[src/rtl/modn_counter_bcd_if.sv]
// Bus bundle for the modulo-N BCD counter: control inputs and
// count/strobe/digit outputs, with master (driver) and slave (counter) views.
interface modn_counter_bcd_if #(
  parameter int WIDTH = 4
);
  logic             en;
  logic             up_dn;
  logic             load;
  logic [WIDTH-1:0] load_val;
  logic [WIDTH-1:0] count;
  logic             tick;
  logic             carry;
  logic             load_err;
  logic [3:0]       tens;
  logic [3:0]       ones;

  modport master (
    output en, up_dn, load, load_val,
    input  count, tick, carry, load_err, tens, ones
  );

  modport slave (
    input  en, up_dn, load, load_val,
    output count, tick, carry, load_err, tens, ones
  );
endinterface

[src/rtl/modn_counter_bcd.sv]
// Modulo-MOD up/down counter with enable-gated prescaler, synchronous
// load, wrap carry pulse and registered two-digit BCD outputs.
module modn_counter_bcd #(
  parameter int MOD      = 12,
  parameter int WIDTH    = 4,
  parameter int PRESCALE = 4000000,
  parameter int PS_W     = 22
) (
  input  logic              clk,
  input  logic              reset,
  modn_counter_bcd_if.slave bus
);

  localparam logic [WIDTH-1:0] LAST    = WIDTH'(MOD - 1);
  localparam logic [WIDTH:0]   MOD_X   = (WIDTH + 1)'(MOD);
  localparam logic [PS_W-1:0]  PS_LAST = PS_W'(PRESCALE - 1);

  logic [WIDTH-1:0] cnt;
  logic [WIDTH-1:0] cnt_nx;
  logic [PS_W-1:0]  presc;
  logic [PS_W-1:0]  presc_nx;
  logic             carry;
  logic             carry_nx;
  logic             err;
  logic             err_nx;
  logic [3:0]       tens;
  logic [3:0]       ones;
  logic [7:0]       bcd;
  logic             tick;
  logic             load_ok;

  function automatic logic [7:0] to_bcd(input logic [WIDTH-1:0] v);
    int n;
    int t;
    n = int'(v);
    t = 0;
    for (int i = 1; i < 10; i++) begin
      if (n >= 10 * i) t = i;
    end
    return {4'(t), 4'(n - 10 * t)};
  endfunction

  assign tick    = bus.en && (presc == PS_LAST);
  assign load_ok = ({1'b0, bus.load_val} < MOD_X);
  assign bcd     = to_bcd(cnt);

  always_comb begin
    cnt_nx   = cnt;
    presc_nx = presc;
    carry_nx = 1'b0;
    err_nx   = 1'b0;
    if (bus.load) begin
      // A rejected load also suppresses the step for that cycle.
      if (load_ok) begin
        cnt_nx   = bus.load_val;
        presc_nx = '0;
      end else begin
        err_nx = 1'b1;
      end
    end else if (bus.en) begin
      if (tick) begin
        presc_nx = '0;
        if (bus.up_dn) begin
          if (cnt == LAST) begin
            cnt_nx   = '0;
            carry_nx = 1'b1;
          end else begin
            cnt_nx = cnt + WIDTH'(1);
          end
        end else begin
          if (cnt == '0) begin
            cnt_nx   = LAST;
            carry_nx = 1'b1;
          end else begin
            cnt_nx = cnt - WIDTH'(1);
          end
        end
      end else begin
        presc_nx = presc + PS_W'(1);
      end
    end
  end

  always_ff @(posedge clk or posedge reset) begin
    if (reset) begin
      cnt   <= '0;
      presc <= '0;
      carry <= 1'b0;
      err   <= 1'b0;
      tens  <= '0;
      ones  <= '0;
    end else begin
      cnt   <= cnt_nx;
      presc <= presc_nx;
      carry <= carry_nx;
      err   <= err_nx;
      tens  <= bcd[7:4];
      ones  <= bcd[3:0];
    end
  end

  assign bus.count    = cnt;
  assign bus.tick     = tick;
  assign bus.carry    = carry;
  assign bus.load_err = err;
  assign bus.tens     = tens;
  assign bus.ones     = ones;

endmodule

[src/flat_wrapper.sv]
// flat-port wrapper written by rule: the top's interface ports become plain ports
module modn_counter_bcd_flat 
#(
  parameter int MOD      = 12,
  parameter int WIDTH    = 4,
  parameter int PRESCALE = 4000000,
  parameter int PS_W     = 22
)
  (clk, reset, bus_en, bus_up_dn, bus_load, bus_load_val, bus_count, bus_tick, bus_carry, bus_load_err, bus_tens, bus_ones);
  modn_counter_bcd_if #(.WIDTH(WIDTH)) bus_i ();
  input  logic clk;
  input  logic reset;
  input wire logic [$bits(bus_i.en)-1:0] bus_en;
  input wire logic [$bits(bus_i.up_dn)-1:0] bus_up_dn;
  input wire logic [$bits(bus_i.load)-1:0] bus_load;
  input wire logic [$bits(bus_i.load_val)-1:0] bus_load_val;
  output wire logic [$bits(bus_i.count)-1:0] bus_count;
  output wire logic [$bits(bus_i.tick)-1:0] bus_tick;
  output wire logic [$bits(bus_i.carry)-1:0] bus_carry;
  output wire logic [$bits(bus_i.load_err)-1:0] bus_load_err;
  output wire logic [$bits(bus_i.tens)-1:0] bus_tens;
  output wire logic [$bits(bus_i.ones)-1:0] bus_ones;
  assign bus_i.en = bus_en;
  assign bus_i.up_dn = bus_up_dn;
  assign bus_i.load = bus_load;
  assign bus_i.load_val = bus_load_val;
  assign bus_count = bus_i.count;
  assign bus_tick = bus_i.tick;
  assign bus_carry = bus_i.carry;
  assign bus_load_err = bus_i.load_err;
  assign bus_tens = bus_i.tens;
  assign bus_ones = bus_i.ones;
  modn_counter_bcd #(.MOD(MOD), .WIDTH(WIDTH), .PRESCALE(PRESCALE), .PS_W(PS_W)) u_core (.clk(clk), .reset(reset), .bus(bus_i));
endmodule
[config.mk]
export PLATFORM = sky130hd
export DESIGN_NAME = modn_counter_bcd_flat
export DESIGN_NICKNAME = d
export VERILOG_FILES = /design/src/rtl/modn_counter_bcd_if.sv /design/src/rtl/modn_counter_bcd.sv /design/src/flat_wrapper.sv
export SDC_FILE = /design/constraint.sdc
export NUM_CORES = 1
export LEC_CHECK = 0
export BUFFER_PORTS_ARGS = -buffer_cell sky130_fd_sc_hd__buf_2
export CORE_ASPECT_RATIO = 1.75
export CORE_MARGIN = 2
export CORE_UTILIZATION = 45
export DETAILED_ROUTE_END_ITERATION = 10
export HOLD_SLACK_MARGIN = 0.08
export PLACE_DENSITY = 0.77
export SETUP_SLACK_MARGIN = 0.15
export SYNTH_ARGS = -nofsm -noshare
export SYNTH_HDL_FRONTEND = slang
export SYNTH_SLANG_ARGS = --single-unit
[constraint.sdc]
create_clock -name clk -period 3.1 [get_ports clk]
set_input_delay 0.465 -clock clk [delete_from_list [all_inputs] [get_ports clk]]
set_output_delay 0.465 -clock clk [all_outputs]
set_load 0.02 [all_outputs]
Word-level counts from Yosys, hierarchy flattened --
Cells that the tools add are included.
Storage, ports and cells: register bits 33, bits in latches 0, memory bits (writable) 0, ROM bits 0, input port bits 9, output and inout bits 15, logic and storage cells 42, memories 0
Cells by class: add/subtract/negate cells 4, multiply operators 1, div/mod/pow operators 0, $lt $le $gt $ge 2, equality and inequality tests 3, shifts and indexed selects 0, muxes and demuxes 20, bitwise logic cells 0, reductions and logical operators 6
Operators by type and width (count):
- 2-to-1 mux 22 bit | 4
- 2-to-1 mux 4 bit | 7
- adder 22 x 1 -> 22 bit, second input constant | 1
- == test 22 bit, second input constant | 1
- 2-to-1 mux 1 bit | 9
- adder 4 x 1 -> 4 bit, second input constant | 1
- == test 4 bit, second input constant | 1
- >= comparator 4 bit, second input constant | 1
- logical NOT 4 bit | 1
- less-than comparator 4 bit, second input constant | 1
- nonzero test 2 bit | 2
- subtractor 4 x 1 -> 4 bit, second input constant | 1
- subtractor 4 bit | 1
- multiplier 3 x 1 -> 3 bit, first input constant | 1
- AND reduction 3 bit | 1
- inequality test 2 x 1 -> 1 bit, second input constant | 1
- AND reduction 2 bit | 1
- logical AND 1 bit | 1

Depth between registers and ports, before layout --
Gate-level depths: netlist of the first run.
word-level depth 6, gate-level depth with buffers 8

Least setup slack after synthesis of the first run --
OpenSTA, ideal clock, no wires.
path kind register -> output, start point register u_core.presc[9], end point output port bus_tick, data arrival time 1899 ps, required time 2635 ps, slack 736 ps, stages on the path, launching flop included 6, buffers on the path 1, cell sequence dfrtp_1 -> or4_1 -> or4_4 -> or2_1 -> buf_6 -> clkinv_4
Between the ends: word-level cells in the longest chain between the ends 2
Ends and longest elaborated chain:
- start, declared | line modn_counter_bcd.sv:20 | logic [PS_W-1:0] presc;
- start signal, assigned | line modn_counter_bcd.sv:94 | presc <= presc_nx;
- == test 22 bit | line modn_counter_bcd.sv:43 | assign tick = bus.en && (presc == PS_LAST);
- logical AND 1 bit | line modn_counter_bcd.sv:43
- end, declared | line flat_wrapper.sv:18 | output wire logic [$bits(bus_i.tick)-1:0] bus_tick;
Every way passes these cells.

Worst setup path in the final report of the first run --
Ends and elaborated chain as after synthesis.

==> results.cfg, run 1 <==
[clocking]
cts-root-buf = clkbuf_8
clk_path_buf_depth = 2
clkSlewWorstSetupHoldPaths_ps = 70
cts_tree = done
cts_buffers = 5
cts_setup_buffers = 0
clkLatencyLatePin_ps = 300
numClockSinks = 33
htreeDepth = 2

[timing]
period_needed_ps = 2820
fin_crit_sh_pct = 91.1
clock_skew_ps = 9.23
setup_violations = 0
maxSlewHeadroom_pct = 51.7
tns_ps = 0
rsz0062_at_grt = false
max_slew.worst_pin.slew_ps = 719
max_freq_ghz = 0.354
whs_ps = 245
slew_viol_final = 0
hold_viol = 0

[synthesis]
syn_area_um2 = 1870
yosysWarnings = 0
ys_ff_latch = 33
async_flop_share_pct = 100
synth_edf_count = 0
ys_seq_area_share_pct = 44.1
syn-instance-count = 204
avgSynthCellArea_um2 = 9.18
ys.flop_type = dfrtp_1
ys_types = 44

[worst_setup_path]
worst_setup_path_end_kind = output port
cpPeakStageDelay_ps = 560
ff2ff_path_depth = 6
cp_num_buf_inv = 2
reg2reg_from = u_core.presc[9]$_DFFE_PP0P_
crit_family = simple AND/OR/NAND/NOR gates
path_cells = or4_1, or4_4, or2_4, clkinv_4, buf_2
rrSetupSlack_ps = 720
reg2reg_to = u_core.bus.count[1]$_DFFE_PP0P_
cp.arrival_ps = 2360
path_max_fanout = 7
cp_slowest_cell = or4_1
cp.required_ps = 2630
critPathKind = reg2out
startpoint_type = register

[layout]
area_growth_pct = 13.8
multi_input_area_um2 = 932
mostFrequentLayoutCells = 33 x dfrtp_1, 30 x nor2_1, 20 x buf_2, 14 x nand2_1, 12 x xnor2_1
antenna_cells = 0
instances_no_fill = 274
nets = 239
fillerInstances = 403
stdcell_area_um2 = 2130
final_common_cell = dfrtp_1
regArea_um2 = 826
layout-drive-gt1-share_pct = 16.9

[placed_design]
gp_congestion = 0.844
place_inst = 266
dp_hpwl_mm = 2.73
port_buffers = 20
placed_area_um2 = 1990

[pwr]
finalPower_uw = 1110
power.density_nw_per_um2 = 519
ir_drop_mv = 0.472
p_leak_uw = 0.000977

[floorplanning]
die_w_um = 52.8
die_y_um = 89.3
start_util_pct = 46.0
dieArea_um2 = 4710
num_rows = 31
io_pins = 24
core-area_um2 = 4070

[hold_path]
min_path_type = in2async

[global_routing]
grt_pass1_wl_mm = 5.95
grt_overflow_total = 0
grt_max_degree = 34
grt_pass1_vias = 1347
grt_usage_pct = 17.7
antenna_found_initial = 0

[run_status]
status = completed

[route]
drt-initial-drc-count = 27
vias_per_cell = 5.34
drt_pass1_iterations = 4
vias = 1462
ant_nets = 0
wl_per_cell_um = 13.7
drc_errors = 0
finalWirelength_mm = 3.75

[job]
max-cap-violations = 0
-- power breakdown --
part | internal, uW | switching (uW)
clock network | 319 | 165
registers | 451 | 21.6
logic | 56.8 | 91.6
total | 827 | 278
-- worst max-delay path by stage --
stage / startpoint / end / depth (start not counted)
detailed placement: u_core.presc[9]$_DFFE_PP0P_ / bus_tick / 5
global route: u_core.presc[9]$_DFFE_PP0P_ / bus_tick / 5
CTS: u_core.presc[9]$_DFFE_PP0P_ / bus_tick / 5
floorplan: u_core.presc[9]$_DFFE_PP0P_ / bus_tick / 5
finish: u_core.presc[9]$_DFFE_PP0P_ / bus_tick / 5
global placement: u_core.presc[9]$_DFFE_PP0P_ / bus_tick / 5
-- metrics by stage --
step	setup WS, ps	utilization [%]
after floorplan	736	-
after global placement	549	48.9
after detailed placement	533	48.9
after CTS	210	52.2
after global routing	195	52.3
final	275	52.3
-- registers in the layout, indices dropped and copies added (netlist names) --
register,cells
u_core.bus.count,4
u_core.bus.ones,4
u_core.bus.tens,1
u_core.bus.carry,1
u_core.presc,22
u_core.bus.load_err,1
-- synthesized netlist by cell type, drive strengths merged (3+ instances only) --
master / n / area, um^2
dfrtp: 33 / 826
o21ai: 8 / 40.0
clkbuf: 4 / 15.0
nor3: 7 / 35.0
nand4: 4 / 25.0
nand2: 14 / 52.6
nor4: 3 / 18.8
a21oi: 6 / 30.0
inv: 10 / 37.5
ha: 6 / 75.1
xnor2: 12 / 105
buf: 9 / 62.6
nor2: 31 / 119
and4: 3 / 26.3
nand3: 11 / 55.1
xor2: 8 / 70.1
and3: 4 / 25.0
-- cell type report --
type | count | area share [%]
tap | 49 | 2.88
sequential | 33 | 38.8
clock buffer | 5 | 3.23
multi-input combinational | 149 | 43.8
timing repair buffer | 24 | 6.11
inverter | 11 | 2.17
clock inverter | 3 | 3.06
-- per-layer routing --
layer	up-vias	share of wire (%)	track usage (%)	wire, um
met5	-	0	0	0
met4	0	3.0	10.0	111
met3	8	3.5	5.02	132
met2	25	55	32.7	2050
met1	695	39	16.9	1460
li1	734	-	-	-
-- timing repair --
action | CTS | global route
hold buffers | 0 | 0
setup endpoints to repair | 0 | 1
resized for setup | 0 | 1
-- kinds of logic (layout without fill, tap and decap cells) --
logic type      Yosys count  in the layout  share of synthesized area (%)
compound gates           27             27                           9.89
simple gates             91             91                           24.7
mux                       2              2                           1.07
fa+ha+maj                 6              6                           4.01
other cells               1              3                          0.200
flops                    33             33                           44.1
xor+xnor                 20             20                           9.36
buf+inv                  24             43                           6.62
-- worst register-to-register path: stages, from the launching register on --
cell     delay, ps
dfrtp_1        440
or4_1          560
or4_4          540
o31ai_2        270
buf_4          230
nor2_1          50
nor3_1         210
(Power assumes the default switching activity.)
==> run 2: changes to the inputs <==
==> constraint.sdc (replaced) <==
create_clock -name clk -period 3.1 [get_ports clk]
set_input_delay 0.31 -clock clk [delete_from_list [all_inputs] [get_ports clk]]
set_output_delay 0.31 -clock clk [all_outputs]
set_load 0.02 [all_outputs]
==> results.cfg, run 2 (synthesized netlist as in run 1, its figures left out) <==
[route]
finalWirelength_mm = 3.99
vias_per_cell = 5.46
drc_errors = 0
wl_per_cell_um = 14.6
ant_nets = 0
drt-initial-drc-count = 19
drt_pass1_iterations = 4
vias = 1490

[clocking]
clkSlewWorstSetupHoldPaths_ps = 70
clkLatencyLatePin_ps = 290
clk_path_buf_depth = 2
cts_hold_buffers = 0
cts_buffers = 5
cts_setup_buffers = 0
htreeDepth = 2
cts-root-buf = clkbuf_8
numClockSinks = 33
cts_tree = done
cts-resized-gates = 0

[worst_setup_path]
cp.depth = 5
cp.arrival_ps = 2420
cpPeakStageDelay_ps = 570
path_cells = or4_1, or4_4, or2_1, clkinv_4, buf_2
critPathKind = reg2out
startpoint_type = register
crit_family = simple AND/OR/NAND/NOR gates
cp_num_buf_inv = 2
ff2ff_path_depth = 6
path_max_fanout = 7
worst_setup_path_end_kind = output port
cp.required_ps = 2790
cp_slowest_cell = or4_1

[timing]
clock_skew_ps = 8.12
period_needed_ps = 2730
slew_viol_final = 0
rsz0062_at_grt = false
max_freq_ghz = 0.366
setup_violations = 0
tns_ps = 0
max_slew.worst_pin.slew_ps = 718
hold_viol = 0
fin_crit_sh_pct = 88.2
whs_ps = 88.6
maxSlewHeadroom_pct = 51.8

[floorplanning]
die_y_um = 89.3
start_util_pct = 46.0
core-area_um2 = 4070
dieArea_um2 = 4710
io_pins = 24
die_w_um = 52.8
num_rows = 31

[layout]
final_common_cell = dfrtp_1
layout-drive-gt1-share_pct = 16.1
antenna_cells = 0
nets = 238
largest_reg_flops = 22
final_core_util_pct = 51.0
fillerInstances = 417
mostFrequentLayoutCells = 33 x dfrtp_1, 30 x nor2_1, 20 x buf_2, 14 x nand2_1, 12 x xnor2_1
largest_register = u_core.presc
stdcell_area_um2 = 2080
area_growth_pct = 11.0

[global_routing]
antenna_found_initial = 0
grt_usage_pct = 19.0
grt_pass1_wl_mm = 6.38
grt_pass1_vias = 1470
grt_max_degree = 21
grt_overflow_total = 0

[placed_design]
gp_congestion = 0.828
dp_hpwl_mm = 3.00
placed_area_um2 = 1990
port_buffers = 20

[pwr]
p_leak_uw = 0.000939
ir_drop_mv = 0.290
power.density_nw_per_um2 = 457

[job]
max-cap-violations = 0

[hold_path]
min_path_type = in2async

[run_status]
status = completed
run 2: through the flow:
step	std cells	setup WS, ps	power [uW]
2_1_floorplan	206	801	588
3_3_place_gp	265	706	629
3_5_place_dp	265	686	633
4_1_cts	273	354	964
5_1_grt	273	284	997
6_report	273	367	950
run 2: routing by layer:
metal	track usage (%)	vias to the layer above	routed length [um]
met5	0	-	0
met4	10.0	0	98
met3	4.68	9	124
met2	38.0	28	2340
met1	16.2	716	1430
li1	-	737	-
run 2: report_power, final:
group,leakage [uW],total (uW),internal [uW],switching [uW]
logic,0.000464,149,55.9,93.3
registers,0.000439,474,451,22.6
clock network,0.0000364,327,157,170
total,0.000939,950,664,286
run 2: layout make-up:
type / instances / area (um^2) / area share, %
clock inverters: 3 / 22.5 / 1.08
clock buffers: 5 / 68.8 / 3.31
flip-flops and latches: 33 / 826 / 39.8
multi-input cells: 149 / 930 / 44.8
well taps: 49 / 61.3 / 2.95
inverters: 11 / 46.3 / 2.23
repair buffers: 23 / 123 / 5.90
run 2: worst paths after layout:
path | start | to | slack, ps
max | u_core.presc[9]$_DFFE_PP0P_ | bus_tick | 370
min | reset | u_core.presc[7]$_DFFE_PP0P_ | 90
max reg2reg | u_core.presc[9]$_DFFE_PP0P_ | u_core.presc[1]$_DFFE_PP0P_ | 730
min reg2reg | u_core.presc[1]$_DFFE_PP0P_ | u_core.presc[1]$_DFFE_PP0P_ | 530
max in group asynchronous | reset | u_core.bus.count[3]$_DFFE_PP0P_ | 2340
min in group clk | bus_load_val[1] | u_core.bus.count[1]$_DFFE_PP0P_ | 310
run 2: worst register-to-register path: cells and delay by family, from the launching register on:
family                 cells  cell delay, ps
buffers and inverters      1             100
DFF                        1             430
and+or+nand+nor            4            1490
AOI/OAI and AO/OA          1             250
==> run 3: changes to the inputs <==
--- a/config.mk
+++ b/config.mk
@@ -11,2 +11,3 @@
 export CORE_UTILIZATION = 45
+export CTS_BUF_LIST = sky130_fd_sc_hd__clkbuf_4
 export DETAILED_ROUTE_END_ITERATION = 10
==> constraint.sdc (replaced) <==
create_clock -name clk -period 3.1 [get_ports clk]
set_input_delay 0.62 -clock clk [delete_from_list [all_inputs] [get_ports clk]]
set_output_delay 0.62 -clock clk [all_outputs]
set_load 0.02 [all_outputs]
==> results.cfg, run 3 (synthesized netlist as in run 1, its figures left out) <==
[clocking]
clkLatencyLatePin_ps = 360
clk_path_buf_depth = 2
numClockSinks = 33
clkSlewWorstSetupHoldPaths_ps = 90
cts_buffers = 5
cts_tree = done
htreeDepth = 2
cts-root-buf = clkbuf_4

[route]
wl_met2_mm = 2.15
highest_layer = met4
drc_errors = 0
wl_per_cell_um = 13.8
vias_per_cell = 5.41
dr_wl_met3_um = 141
drt_pass1_iterations = 4
ant_nets = 0
finalWirelength_mm = 3.89
drt-initial-drc-count = 32
wl_met1_mm = 1.46
vias = 1526

[pwr]
ir_drop_mv = 0.197
finalPower_uw = 881
p_leak_uw = 0.000988
power.density_nw_per_um2 = 413

[worst_setup_path]
cp.required_ps = 2480
path_cells = or4b_4, or4_4, or2_4, clkinv_4, buf_6
cp_slowest_cell = or4b_4
reg2reg_from = u_core.presc[10]$_DFFE_PP0P_
startpoint = u_core.presc[10]$_DFFE_PP0P_
worst_setup_path_end_kind = output port
cpPeakStageDelay_ps = 550
cp.arrival_ps = 2320
path_max_fanout = 5
critPathKind = reg2out
startpoint_type = register

[layout]
instances_no_fill = 282
fillerInstances = 402
area_growth_pct = 13.8
antenna_cells = 0
mostFrequentLayoutCells = 32 x dfrtp_1, 30 x nor2_1, 19 x buf_2, 14 x nand2_1
final_core_util_pct = 52.3
largest_reg_flops = 22
layout-drive-gt1-share_pct = 21.0
largest_register = u_core.presc
stdcell_area_um2 = 2130
final_common_cell = dfrtp_1
nets = 247

[job]
max-cap-violations = 0

[floorplanning]
start_util_pct = 46.0
num_rows = 31
die_w_um = 52.8
die_y_um = 89.3
core-area_um2 = 4070
io_pins = 24
dieArea_um2 = 4710

[timing]
max_slew.worst_pin.slew_ps = 714
clock_skew_ps = 9.80
maxSlewHeadroom_pct = 52.0
rsz0062_at_grt = true
period_needed_ps = 2940
setup_violations = 0
fin_crit_sh_pct = 94.8
hold_viol = 0
tns_ps = 0
slew_viol_final = 0
max_freq_ghz = 0.340

[hold_path]
min_path_type = in2async

[global_routing]
grt_pass1_vias = 1459
grt_pass1_wl_mm = 6.45
grt_max_degree = 19
antenna_found_initial = 0
grt_overflow_total = 0
grt_usage_pct = 18.9

[placed_design]
gp_congestion = 0.867
port_buffers = 20
dp_hpwl_mm = 2.89
placed_area_um2 = 2000
place_inst = 267

[run_status]
status = completed
-- run 3: cell count changes in the layout (fill, tap and decap cells not counted), sizes merged --
cell | previous run | this run
buf | 23 | 32
clkbuf | 5 | 8
clkinvlp | 3 | 0
-- run 3: critical path, delay by kind of cell, from the launching register on --
| family | cells | cell delay, ps |
|---|---|---|
| buffers and inverters | 2 | 180 |
| DFF | 1 | 410 |
| and+or+nand+nor | 3 | 1390 |
-- run 3: repair_timing --
item | 4_1_cts | 5_1_grt
hold endpoints to repair | 0 | 0
gates cloned | 0 | 0
resized for setup | 2 | 4
hold buffers | 0 | 0
buffers inserted | 2 | 5
pin swaps | 1 | 2
endpoints found under the setup margin | 1 | 1
-- run 3: area by class of cell --
class / count / area, um^2 / area share, %
timing repair buffer: 32 / 196 / 9.22
tap: 49 / 61.3 / 2.88
clock buffer: 8 / 60.1 / 2.82
sequential: 33 / 827 / 38.8
inverter: 11 / 46.3 / 2.17
multi-input combinational: 149 / 940 / 44.1
-- run 3: path summary, 6_finish.rpt --
check | to | slack [ps] | cells after the start
worst max-delay path | bus_tick | 160 | 5
max in group asynchronous | u_core.presc[0]$_DFFE_PP0P_ | 2110 | 3
worst max register to register | u_core.bus.count[0]$_DFFE_PP0P_ | 730 | 7
worst min register to register | u_core.presc[1]$_DFFE_PP0P_ | 530 | 1
min in group clk | u_core.presc[1]$_DFFE_PP0P_ | 530 | 1
worst min-delay path | u_core.presc[19]$_DFFE_PP0P_ | 310 | 2
-- run 3: metrics by stage --
step                worst slack (ps)  hold WS (ps)
floorplan                        581           452
global placement                 387           507
detailed placement               367           516
CTS                              162           325
global route                     104           360
finish                           162           315
-- run 3: layer usage --
metal	global-route usage [%]	up-vias
li1	-	754
met1	18.9	725
met2	34.0	32
met3	4.85	15
met4	11.2	0
met5	0	-
-- run 3: report_power, final --
group	switching, uW	leakage, uW	total (uW)	internal [uW]
registers	21.3	0.000437	472	451
logic	91.8	0.000513	149	57.4
clock network	143	0.0000368	260	116
total	257	0.000988	881	624
